**src/rtl/echo_pkg.sv**
```systemverilog
// Shared types and helpers for the echo_queue request/indication buffer.
package echo_pkg;

  typedef enum logic {
    SAY  = 1'b0,
    SAY2 = 1'b1
  } msg_type_t;

  // A zero DELAY still needs a legal (1-bit) vector width where an age is declared.
  function automatic int age_width(input int delay);
    return (delay <= 0) ? 1 : $clog2(delay + 1);
  endfunction

endpackage

```
**src/rtl/echo_sync_fifo.sv**
```systemverilog
// Generic DEPTH x W synchronous FIFO with an explicit occupancy count.
module echo_sync_fifo #(
  parameter int DEPTH = 4,
  parameter int W     = 33
) (
  input  logic                   clk_i,
  input  logic                   rst_ni,
  input  logic                   push_i,
  input  logic [W-1:0]           wdata_i,
  input  logic                   pop_i,
  output logic [W-1:0]           rdata_o,
  output logic                   full_o,
  output logic                   empty_o,
  output logic [$clog2(DEPTH):0] count_o
);

  localparam int PTR_W = $clog2(DEPTH);
  localparam int CNT_W = PTR_W + 1;

  logic [W-1:0]     mem_q [DEPTH];
  logic [PTR_W-1:0] wr_q, wr_d, rd_q, rd_d;
  logic [CNT_W-1:0] cnt_q, cnt_d;
  logic             do_push, do_pop;

  assign full_o  = (cnt_q == CNT_W'(DEPTH));
  assign empty_o = (cnt_q == '0);
  assign count_o = cnt_q;
  assign rdata_o = mem_q[rd_q];

  always_comb begin
    do_push = push_i && !full_o;
    do_pop  = pop_i && !empty_o;
    wr_d    = do_push ? wr_q + 1'b1 : wr_q;
    rd_d    = do_pop ? rd_q + 1'b1 : rd_q;
    cnt_d   = cnt_q;
    case ({do_push, do_pop})
      2'b10:   cnt_d = cnt_q + CNT_W'(1);
      2'b01:   cnt_d = cnt_q - CNT_W'(1);
      default: cnt_d = cnt_q;
    endcase
  end

  always_ff @(posedge clk_i) begin
    if (!rst_ni) begin
      wr_q  <= '0;
      rd_q  <= '0;
      cnt_q <= '0;
    end else begin
      wr_q  <= wr_d;
      rd_q  <= rd_d;
      cnt_q <= cnt_d;
    end
  end

  // Storage carries no reset; validity is defined by the count alone.
  always_ff @(posedge clk_i) begin
    if (do_push) mem_q[wr_q] <= wdata_i;
  end

endmodule

```
**src/rtl/echo_queue.sv**
```systemverilog
// Buffers say/say2 requests in a FIFO and replays them as heard/heard2 after a head residency.
module echo_queue
  import echo_pkg::*;
#(
  parameter int DEPTH  = 4,
  parameter int DATA_W = 32,
  parameter int HALF_W = DATA_W / 2,
  parameter int DELAY  = 1
) (
  input  logic                   CLK,
  input  logic                   nRST,
  input  logic                   request_say__ENA,
  input  logic [DATA_W-1:0]      request_say_v,
  output logic                   request_say__RDY,
  input  logic                   request_say2__ENA,
  input  logic [HALF_W-1:0]      request_say2_a,
  input  logic [HALF_W-1:0]      request_say2_b,
  output logic                   request_say2__RDY,
  input  logic                   request_setLeds__ENA,
  input  logic [7:0]             request_setLeds_v,
  output logic                   request_setLeds__RDY,
  output logic                   indication_heard__ENA,
  output logic [DATA_W-1:0]      indication_heard_v,
  input  logic                   indication_heard__RDY,
  output logic                   indication_heard2__ENA,
  output logic [HALF_W-1:0]      indication_heard2_a,
  output logic [HALF_W-1:0]      indication_heard2_b,
  input  logic                   indication_heard2__RDY,
  output logic [7:0]             leds,
  output logic [$clog2(DEPTH):0] count,
  output logic                   err
);

  localparam int ENT_W = DATA_W + 1;

  typedef struct packed {
    msg_type_t             mtype;
    logic [DATA_W-1:0]     payload;
  } echo_entry_t;

  echo_entry_t      wr_entry, head;
  logic [ENT_W-1:0] head_bits;
  logic             full, empty, push, pop, aged, eligible, any_ena;
  logic             err_q, err_d;
  logic [7:0]       leds_q, leds_d;

  echo_sync_fifo #(
    .DEPTH (DEPTH),
    .W     (ENT_W)
  ) u_fifo (
    .clk_i   (CLK),
    .rst_ni  (nRST),
    .push_i  (push),
    .wdata_i (wr_entry),
    .pop_i   (pop),
    .rdata_o (head_bits),
    .full_o  (full),
    .empty_o (empty),
    .count_o (count)
  );

  assign head = echo_entry_t'(head_bits);

  // A concurrent say wins over say2, so the write mux only looks at say__ENA.
  always_comb begin
    wr_entry.mtype   = SAY;
    wr_entry.payload = request_say_v;
    if (!request_say__ENA) begin
      wr_entry.mtype   = SAY2;
      wr_entry.payload = {request_say2_b, request_say2_a};
    end
  end

  assign any_ena              = request_say__ENA || request_say2__ENA;
  assign request_say__RDY     = !full;
  assign request_say2__RDY    = !full;
  assign request_setLeds__RDY = 1'b1;
  assign push                 = !full && any_ena;

  assign eligible               = !empty && aged;
  assign indication_heard__ENA  = eligible && (head.mtype == SAY) && indication_heard__RDY;
  assign indication_heard2__ENA = eligible && (head.mtype == SAY2) && indication_heard2__RDY;
  assign pop                    = indication_heard__ENA || indication_heard2__ENA;

  assign indication_heard_v  = head.payload;
  assign indication_heard2_a = head.payload[HALF_W-1:0];
  assign indication_heard2_b = head.payload[DATA_W-1:HALF_W];

  if (DELAY == 0) begin : g_no_wait
    assign aged = 1'b1;
  end else begin : g_age
    localparam int AGE_W = age_width(DELAY);
    localparam logic [AGE_W-1:0] AGE_MAX = AGE_W'(DELAY);
    logic [AGE_W-1:0] age_q, age_d;

    // Age restarts whenever a different entry becomes the head.
    always_comb begin
      age_d = age_q;
      if (pop || (push && empty)) age_d = '0;
      else if (!empty && (age_q < AGE_MAX)) age_d = age_q + 1'b1;
    end

    always_ff @(posedge CLK) begin
      if (!nRST) age_q <= '0;
      else       age_q <= age_d;
    end

    assign aged = (age_q >= AGE_MAX);
  end

  always_comb begin
    err_d  = err_q
           | (request_say__ENA && request_say2__ENA)
           | (any_ena && full);
    leds_d = request_setLeds__ENA ? request_setLeds_v : leds_q;
  end

  always_ff @(posedge CLK) begin
    if (!nRST) begin
      err_q  <= 1'b0;
      leds_q <= '0;
    end else begin
      err_q  <= err_d;
      leds_q <= leds_d;
    end
  end

  assign err  = err_q;
  assign leds = leds_q;

endmodule

```
**config.mk**
```make
export PLATFORM = sky130hd
export DESIGN_NAME = echo_queue
export DESIGN_NICKNAME = d
export VERILOG_FILES = /design/src/rtl/echo_pkg.sv /design/src/rtl/echo_sync_fifo.sv /design/src/rtl/echo_queue.sv
export SDC_FILE = /design/constraint.sdc
export NUM_CORES = 1
export LEC_CHECK = 0
export ABC_AREA = 1
export CAP_MARGIN = 20
export CORE_MARGIN = 5
export CORE_UTILIZATION = 35
export DETAILED_ROUTE_END_ITERATION = 16
export GPL_TIMING_DRIVEN = 0
export SLEW_MARGIN = 10
export SYNTH_ARGS = -nofsm -noshare
export SYNTH_HDL_FRONTEND = slang
export SYNTH_SLANG_ARGS = --single-unit
```
**constraint.sdc**
```tcl
create_clock -name CLK -period 4.3 [get_ports CLK]
set_input_delay 0.86 -clock CLK [delete_from_list [all_inputs] [get_ports CLK]]
set_output_delay 0.86 -clock CLK [all_outputs]
set_load 0.05 [all_outputs]
```
==> run metrics, run 1 <==
status completed; Placed Cells incl. Taps 964; crit start category register; Period minus WS final 3.76 ns; clk buf depth 2; fin crit share around 87%; die area 21000 µm²; top_reg_cell synth edfxtp_1; count of pins over their slew limit 0; setup TNS 0 ns; R2R Path Start u_fifo.count_o[0]; Setup violations, final 0; global-route wire length before repair 24800 µm; Synth cell types 22; Reg power frac 38.1%; share of cells above drive strength 1 11.1%; P_leak 3.38 nW; Detailed Route Iter0 Violations 262; DIE HEIGHT 145 µm; vias per cell 4.74; Synth top area share 62.3%; Post-Syn Nets 659; EDFF count, synth approximately 130; Routed WL per cell around 17 µm; HPWL Detailed 11300 µm; Setup Skew 0.00620 ns; YS warnings 0; Rows 49; Diodes inserted 0; Layout fillers around 1600; Finished Cell Area 8940 µm²; endpoint type of the worst setup path output pin; total grt overflow 0; Port Buffers 157; total CTS buffers 17; slew at the pin closest to its max-slew limit 0.854 ns; Worst-Skew Late Latency 0.41 ns; Switch Pwr 1.54 mW; relative slew slack 43.0%; Clk pwr share 30.1%; Routed WL 16500 µm; P&R area growth vs syn 40.6%; core area about 18000 µm²; RePlAce Congestion 0.752; vias in the first global route 4752; Overall Global Routing Usage between 10% and 20%; DR vias between 4000 and 5000; post-route ant nets 0; Overall Power 4.77 mW; Max-cap violations 0; crit path DAT 2.90 ns; hold buffer count at cts 0; CP Cell Sequence buf_6 -> clkbuf_1 -> o21ai_0 -> o22ai_1 -> buf_4 -> clkdlybuf4s50_1; Seq/Total Area, Yosys 68.3%; CTS sink count 151; synthesized area roughly 6400 µm²; min-delay src u_fifo.count_o[2]; Avg Cell Area, Syn ~11 µm²; htree depth 4; DRC viols 0; clock-pin slew on the worst setup and hold paths 0.06 ns; fmax about 270 MHz; Int Power 3.23 mW; footprint of the multi-input gates ~1600 µm²; worst vdd ir 0.000265 V; async set-reset flop share out of synthesis 0%; Post-synth top cells 132 x edfxtp_1, 110 x nand2_1, 90 x nor2_1, 47 x o21ai_0, 34 x buf_4; nets ~840; max incr delay on CP approximately 0.79 ns; most frequent cell after synthesis edfxtp_1; synthesized instance count 574; largest net degree at the start of global routing 23; fin util 49.9%; IO Pins 160; Comb power frac 31.9%; First-pass DRT Iterations 4; Sw Ratio 32.4%; worst min-delay path class reg2reg; Register Area 4340 µm²; Data required, critical path 3.44 ns; dpl cell area 8350 µm²; RSZ-0062 raised after global routing false; final cell count without fillers between 900 and 1000; CP max stage cell clkdlybuf4s50_1; clk root buf clkbuf_16; CTS tree built; # Post-CTS Setup Buffers 0; Die Width 145 µm; post-synthesis register bit count approximately 150; critical path type reg2out; post-CTS resize count 0; Power Dens Cells about 530 nW/µm²; Synth area leaders edfxtp_1 62%, nand2_1 6.5%, dfxtp_1 6.0%; crit path max fanout 10; Starting Density 35.5%; Hold Fails Final Rpt 0; antenna violations before repair 0; Yosys top cell by area edfxtp_1
==> routing by layer <==
metal	track usage [%]	up-vias	wire length, µm	share of wire, %
met2	27.5	166	8430	51
li1	-	2318	-	-
met4	5.60	0	248	1.5
met1	19.2	2215	6680	40
met5	0	-	0	0
met3	3.98	20	1160	7.0
==> power groups by stage <==
stage	clock network, mW	registers (mW)	logic (mW)
global route	1.52	1.83	1.61
floorplan	0	1.88	0.938
finish	1.43	1.82	1.52
global placement	0	1.85	1.48
CTS	1.45	1.82	1.54
detailed placement	0	1.85	1.54
==> critical path, delay by kind of cell, from the launching register on <==
family          cells  cell delay (ns)
buf+inv             4             1.56
flops               1             0.43
compound gates      2             0.50
==> cell usage in the layout, fill, tap and decap left out, types with 5 or more instances in the layout <==
master           count
clkbuf_1            25
buf_2                8
o21ai_0             47
inv_1               17
a21oi_1             12
clkbuf_16           18
dfxtp_1             19
o22ai_1             32
clkbuf_8             6
buf_4               34
nor2_1              86
nand2_1            110
o21ai_1             30
clkdlybuf4s50_1    157
nand3_1              5
edfxtp_1           132
ha_1                 5
==> state kept, by name, indices dropped and copies added (netlist names), named ones only <==
name and count:
err 1, leds 8, u_fifo.wr_q 2, g_age.age_q 1, u_fifo.count_o 3, u_fifo.mem_q 132, u_fifo.rd_q 2
==> layout make-up <==
cell class,count,share of cell area [%]
clock buffers,30,6.22
clock inverters,2,0.378
flip-flops and latches,151,48.6
plain buffers,62,4.23
inverters,21,0.882
well taps,229,3.21
multi-input cells,340,17.8
repair buffers,161,18.7
==> cells by family after synthesis <==
kind of cell	after synthesis	synth area share [%]
AO/OA/AOI/OAI	121	10.2
XOR/XNOR	1	0.138
adder cells (fa/ha/maj)	6	1.30
buffers and inverters	83	7.18
flip-flops	151	68.3
other	1	0.0590
AND/OR/NAND/NOR	211	12.8
==> per-stage QoR <==
step	setup WS (ns)	hold slack, ns
6_report	0.541	0.498
5_1_grt	0.387	0.536
4_1_cts	0.520	0.501
3_5_place_dp	0.966	0.490
3_3_place_gp	-0.445	0.477
2_1_floorplan	0.955	0.488
==> path summary, 6_finish.rpt <==
check        slack (ns)               endpoint  cells past startpoint
max                0.54  indication_heard_v[2]                      6
min                0.50      u_fifo.count_o[2]                      2
max reg2reg        1.99      u_fifo.count_o[2]                     10
min reg2reg        0.50      u_fifo.count_o[2]                      2
(Power assumes the default switching activity.)
==> run 2: changes to the inputs <==
- CORE_UTILIZATION: 35 -> 50
- PLACE_DENSITY: unset -> 0.81
==> run 2 against run 1 <==
Compared with the run above: setup slack better by 0.048 ns; final area is 0.52% lower; combinational power is essentially flat; critical path depth unchanged; fmax grew 1.3%; global-route usage is 6.2 points higher; worst hold slack improved by 0.0037 ns; clock power rose by 6%; final cell count is 5.9% lower; power grew 1.9%; critical path type unchanged; highest routed layer unchanged.
==> run metrics, run 2 (synthesized netlist as in run 1, its figures left out) <==
fin crit share 86.3% (-1.1 points); Data required, critical path 3.44 ns (about the same); clock-pin slew on the worst setup and hold paths 0.06 ns (about the same); Starting Density 50.6% (+15 points); Period minus WS final 3.71 ns (-0.0476 ns); RSZ-0062 raised after global routing false; P&R area growth vs syn 39.8%; status completed; share of cells above drive strength 1 11.5% (+0.42 points); worst min-delay path class reg2reg; Routed WL 16400 µm (-0.89%); total grt overflow 0 (unchanged); vias in the first global route 5064 (+6.6%); Overall Power 4.86 mW (+1.9%); antenna violations before repair 0 (unchanged); Diodes inserted 0 (unchanged); Setup Skew 0.00590 ns (-0.000298 ns); Port Buffers 157 (unchanged); DIE HEIGHT 123 µm (-15%); crit start category register; Hold Fails Final Rpt 0 (unchanged); RePlAce Congestion 0.764 (+1.6%); commonest non-fill, non-tap cell in the layout clkdlybuf4s50_1; clk root buf clkbuf_16; R2R cell count 10 (unchanged); Die Width 123 µm (-15%); largest net degree at the start of global routing 20 (-13%); nets 839 (unchanged); CTS sink count 151 (unchanged); DRC viols 0 (unchanged); final cell count without fillers 937 (-5.9%); R2R Path Start u_fifo.count_o[1]; r2r endpoint u_fifo.count_o[2]; total CTS buffers 17 (unchanged); post-CTS resize count 0 (unchanged); r2r setup slk 1.99 ns (about the same); global-route wire length before repair 24800 µm (+0.19%); vias per cell 5.30 (+12%); crit path DAT 2.85 ns (-0.05 ns); P_leak 3.38 nW (about the same); pre-CTS WS 0.965 ns (-0.00142 ns); slew at the pin closest to its max-slew limit 0.796 ns (-0.0579 ns); HPWL Detailed 10900 µm (-3.1%); DR vias 4965 (+5.2%); CTS tree built; most frequent cells in the layout 157 x clkdlybuf4s50_1, 132 x edfxtp_1, 110 x nand2_1, 86 x nor2_1, 47 x o21ai_0; core area 12600 µm² (-30%); crit path max fanout 10 (unchanged); hold buffer count at cts 0 (unchanged); Power Dens Cells 547 nW/µm² (+2.5%); clk buf depth 2 (unchanged); Setup WS post-layout 0.589 ns (+0.0476 ns); Routed WL per cell 17.5 µm (+5.4%); Rows 41 (-16%); post-route ant nets 0 (unchanged); htree depth 4 (unchanged); critical path type reg2out; count of pins over their slew limit 0 (unchanged); # Post-CTS Setup Buffers 0 (unchanged); Max-cap violations 0 (unchanged); Setup violations, final 0 (unchanged); First-pass DRT Iterations 5 (+1); register with the most flip-flops u_fifo.mem_q; Overall Global Routing Usage 22.0% (+6.2 points); IO Pins 160 (unchanged); Worst-Skew Late Latency 0.41 ns (about the same); fmax 269 MHz (+1.3%); Placed Cells incl. Taps 907 (-5.9%); max FFs per register 132 (unchanged); endpoint type of the worst setup path output pin; Detailed Route Iter0 Violations 365 (+39%); relative slew slack 46.9% (+3.9 points); die area 15100 µm² (-28%); Setup crit end indication_heard_v[13]; worst hold slack 0.502 ns (+0.00366 ns); worst vdd ir 0.000340 V (+28%)
## run 2: changes by cell type in the layout (fill, tap and decap cells not counted), moves of 2 or more
cell and delta:
clkinv_4 +2, clkbuf_1 -6, clkinvlp_4 +3, clkbuf_8 -6
bufinv_16 +3
## run 2: critical path: stages (launching register included)
cell and delay, ns:
dfxtp_1 0.44, buf_6 0.18, clkbuf_1 0.43, nor2_1 0.12, o22ai_1 0.30, buf_4 0.17, clkdlybuf4s50_1 0.79
## run 2: cell type report
class,instances,area [µm²]
multi-input cells,340,1590
plain buffers,62,378
well taps,172,215
fillers,862,3680
clock buffers,17,425
inverters,21,78.8
repair buffers,161,1680
flip-flops and latches,151,4340
clock inverters,13,181
## run 2: worst min path at each step
stage               cells past startpoint           start  slack, ns       end
global route                            2         leds[6]       0.54   leds[6]
CTS                                     2         leds[6]       0.51   leds[6]
floorplan                               2  u_fifo.rd_q[1]       0.49  register
global placement                        2         leds[1]       0.47   leds[1]
finish                                  2         leds[6]       0.50   leds[6]
detailed placement                      2         leds[1]       0.49   leds[1]
## run 2: metal layers
layer	up-vias	GRT usage [%]	routed length, µm
met5	-	0	0
met2	269	38.0	8380
met4	0	9.17	339
li1	2317	-	-
met3	36	5.85	1390
met1	2343	26.1	6250
## run 2: power breakdown
part           switching [mW]  leakage, nW  internal, mW
clock network           0.558        0.286         0.961
registers              0.0466         1.39          1.77
logic                   0.992         1.70         0.528
total                    1.60         3.38          3.26
## run 2: through the flow
stage | utilization (%) | cell area [µm²] | TNS, ns
2_1_floorplan | - | 6360 | 0
3_3_place_gp | 64.8 | 8150 | -34.41
3_5_place_dp | 65.9 | 8290 | 0
4_1_cts | 70.8 | 8890 | 0
5_1_grt | 70.8 | 8890 | 0
6_report | 70.8 | 8890 | 0
==> run 3: changes to the inputs <==
- CELL_PAD_IN_SITES_DETAIL_PLACEMENT: unset -> 1
- CELL_PAD_IN_SITES_GLOBAL_PLACEMENT: unset -> 2
- CORE_UTILIZATION: 50 -> 33
- PLACE_DENSITY: 0.81 -> unset
- PLACE_DENSITY_LB_ADDON: unset -> 0.1
==> run 3 against run 2 <==
Compared with the run above: critical path depth stayed put; wire length is 19% higher; critical path type unchanged; die area is 47% higher; fmax down 3.3%; core utilization down 23 points; final area rose by 1.8%; non-clock buffer count unchanged.
==> run metrics, run 3 (synthesized netlist as in run 1, its figures left out) <==
status completed; Setup crit end indication_heard_v[0]; Setup violations, final 0 (unchanged); Power Dens Cells 555 nW/µm² (+1.5%); worst vdd ir 0.000291 V (-14%); Rows 50 (+22%); CP Cell Sequence buf_6 -> clkbuf_1 -> o21ai_0 -> o22ai_1 -> buf_4 -> clkdlybuf4s50_1; max incr delay on CP 0.79 ns (about the same); Port Buffers 157 (unchanged); P&R area growth vs syn 42.3%; CTS tree built; DR vias 4881 (-1.7%); Max-cap violations 0 (unchanged); # Post-CTS Setup Buffers 0 (unchanged); post-route ant nets 0 (unchanged); total CTS buffers 17 (unchanged); fmax 260 MHz (-3.3%); nets 839 (unchanged); Setup Skew 0.00702 ns (+0.00111 ns); Die Width 149 µm (+21%); R2R cell count 10 (unchanged); global-route wire length before repair 30000 µm (+21%); RePlAce Congestion 0.746 (-2.4%); crit path max fanout 10 (unchanged); DIE HEIGHT 149 µm (+21%); r2r setup slk 1.91 ns (-0.08 ns); relative slew slack 40.5% (-6.4 points); First-pass DRT Iterations 4 (-1); Detailed Route Iter0 Violations 186 (-49%); Overall Global Routing Usage 17.9% (-4.1 points); core area 18800 µm² (+50%); max FFs per register 132 (unchanged); R2R Path Start u_fifo.count_o[0]; vias per cell 4.76 (-10%); register with the most flip-flops u_fifo.mem_q; Overall Power 5.02 mW (+3.3%); hold buffer count at cts 0 (unchanged); worst hold slack 0.512 ns (+0.0104 ns); Hold Fails Final Rpt 0 (unchanged); Data required, critical path 3.44 ns (about the same); Routed WL 19400 µm (+19%); clock-pin slew on the worst setup and hold paths 0.06 ns (about the same); Diodes inserted 0 (unchanged); commonest non-fill, non-tap cell in the layout clkdlybuf4s50_1; r2r endpoint u_fifo.count_o[2]; most frequent cells in the layout 157 x clkdlybuf4s50_1, 132 x edfxtp_1, 110 x nand2_1, 86 x nor2_1, 47 x o21ai_0; pre-CTS WS 0.960 ns (-0.00441 ns); vias in the first global route 5414 (+6.9%); critical path type reg2out; largest net degree at the start of global routing 19 (-5.0%); CTS sink count 151 (unchanged); P_leak 3.41 nW (+0.85%); clk buf depth 2 (unchanged); Period minus WS final 3.84 ns (+0.128 ns); share of cells above drive strength 1 11.8% (+0.26 points); post-CTS resize count 0 (unchanged); antenna violations before repair 1 (+1); slew at the pin closest to its max-slew limit 0.893 ns (+0.0966 ns); die area 22100 µm² (+47%); Worst-Skew Late Latency 0.42 ns (about the same); total grt overflow 0 (unchanged); htree depth 4 (unchanged); HPWL Detailed 13200 µm (+20%); fin crit share 89.3% (+3.0 points); Setup WS post-layout 0.461 ns (-0.128 ns); RSZ-0062 raised after global routing false; crit path DAT 2.98 ns (+0.13 ns); Routed WL per cell 18.9 µm (+8.5%); count of pins over their slew limit 0 (unchanged); Starting Density 33.8% (-17 points); CP max stage cell clkdlybuf4s50_1; worst min-delay path class reg2reg; DRC viols 0 (unchanged); crit start category register; clk root buf clkbuf_16; endpoint type of the worst setup path output pin; IO Pins 160 (unchanged)
## run 3: per-stage QoR
step / TNS [ns] / area, µm² / util (%) / cells
floorplan: 0 / 6360 / - / 574
global placement: -77.24 / 8260 / 43.8 / 991
detailed placement: 0 / 8400 / 44.6 / 995
CTS: 0 / 9050 / 48.1 / 1025
global route: 0 / 9050 / 48.1 / 1025
finish: 0 / 9050 / 48.1 / 1025
## run 3: power by group
part / switching (mW) / total (mW) / internal (mW)
clock: 0.581 / 1.66 / 1.08
sequential: 0.0481 / 1.82 / 1.77
combinational: 1.01 / 1.54 / 0.528
## run 3: layout make-up
class / count / area (µm²)
fill: 2020 / 9780
inverter: 21 / 78.8
tap: 260 / 325
multi-input combinational: 340 / 1590
clock buffer: 17 / 425
timing repair buffer: 161 / 1680
clock inverter: 13 / 229
buffer: 62 / 378
sequential: 151 / 4340
## run 3: routing by layer
metal / global-route usage (%) / share of wire (%) / vias up
li1: - / - / 2319
met1: 21.7 / 41 / 2404
met2: 31.8 / 52 / 140
met3: 4.71 / 5.4 / 16
met4: 4.71 / 1.2 / 2
met5: 0 / 0.10 / -
## run 3: how the worst min path moves through the flow
| stage | from | endpoint | slack (ns) | cells past startpoint |
|---|---|---|---|---|
| floorplan | u_fifo.rd_q[1] | register | 0.49 | 2 |
| global placement | leds[4] | leds[4] | 0.48 | 2 |
| detailed placement | u_fifo.count_o[2] | u_fifo.count_o[2] | 0.50 | 2 |
| CTS | u_fifo.count_o[2] | u_fifo.count_o[2] | 0.51 | 2 |
| global route | u_fifo.count_o[2] | u_fifo.count_o[2] | 0.54 | 2 |
| finish | leds[0] | leds[0] | 0.51 | 2 |
## run 3: worst max-delay path, delay by kind of cell, from the launching register on
family / cells / cell delay, ns
buf+inv: 4 / 1.61
compound gates: 2 / 0.53
flops: 1 / 0.42
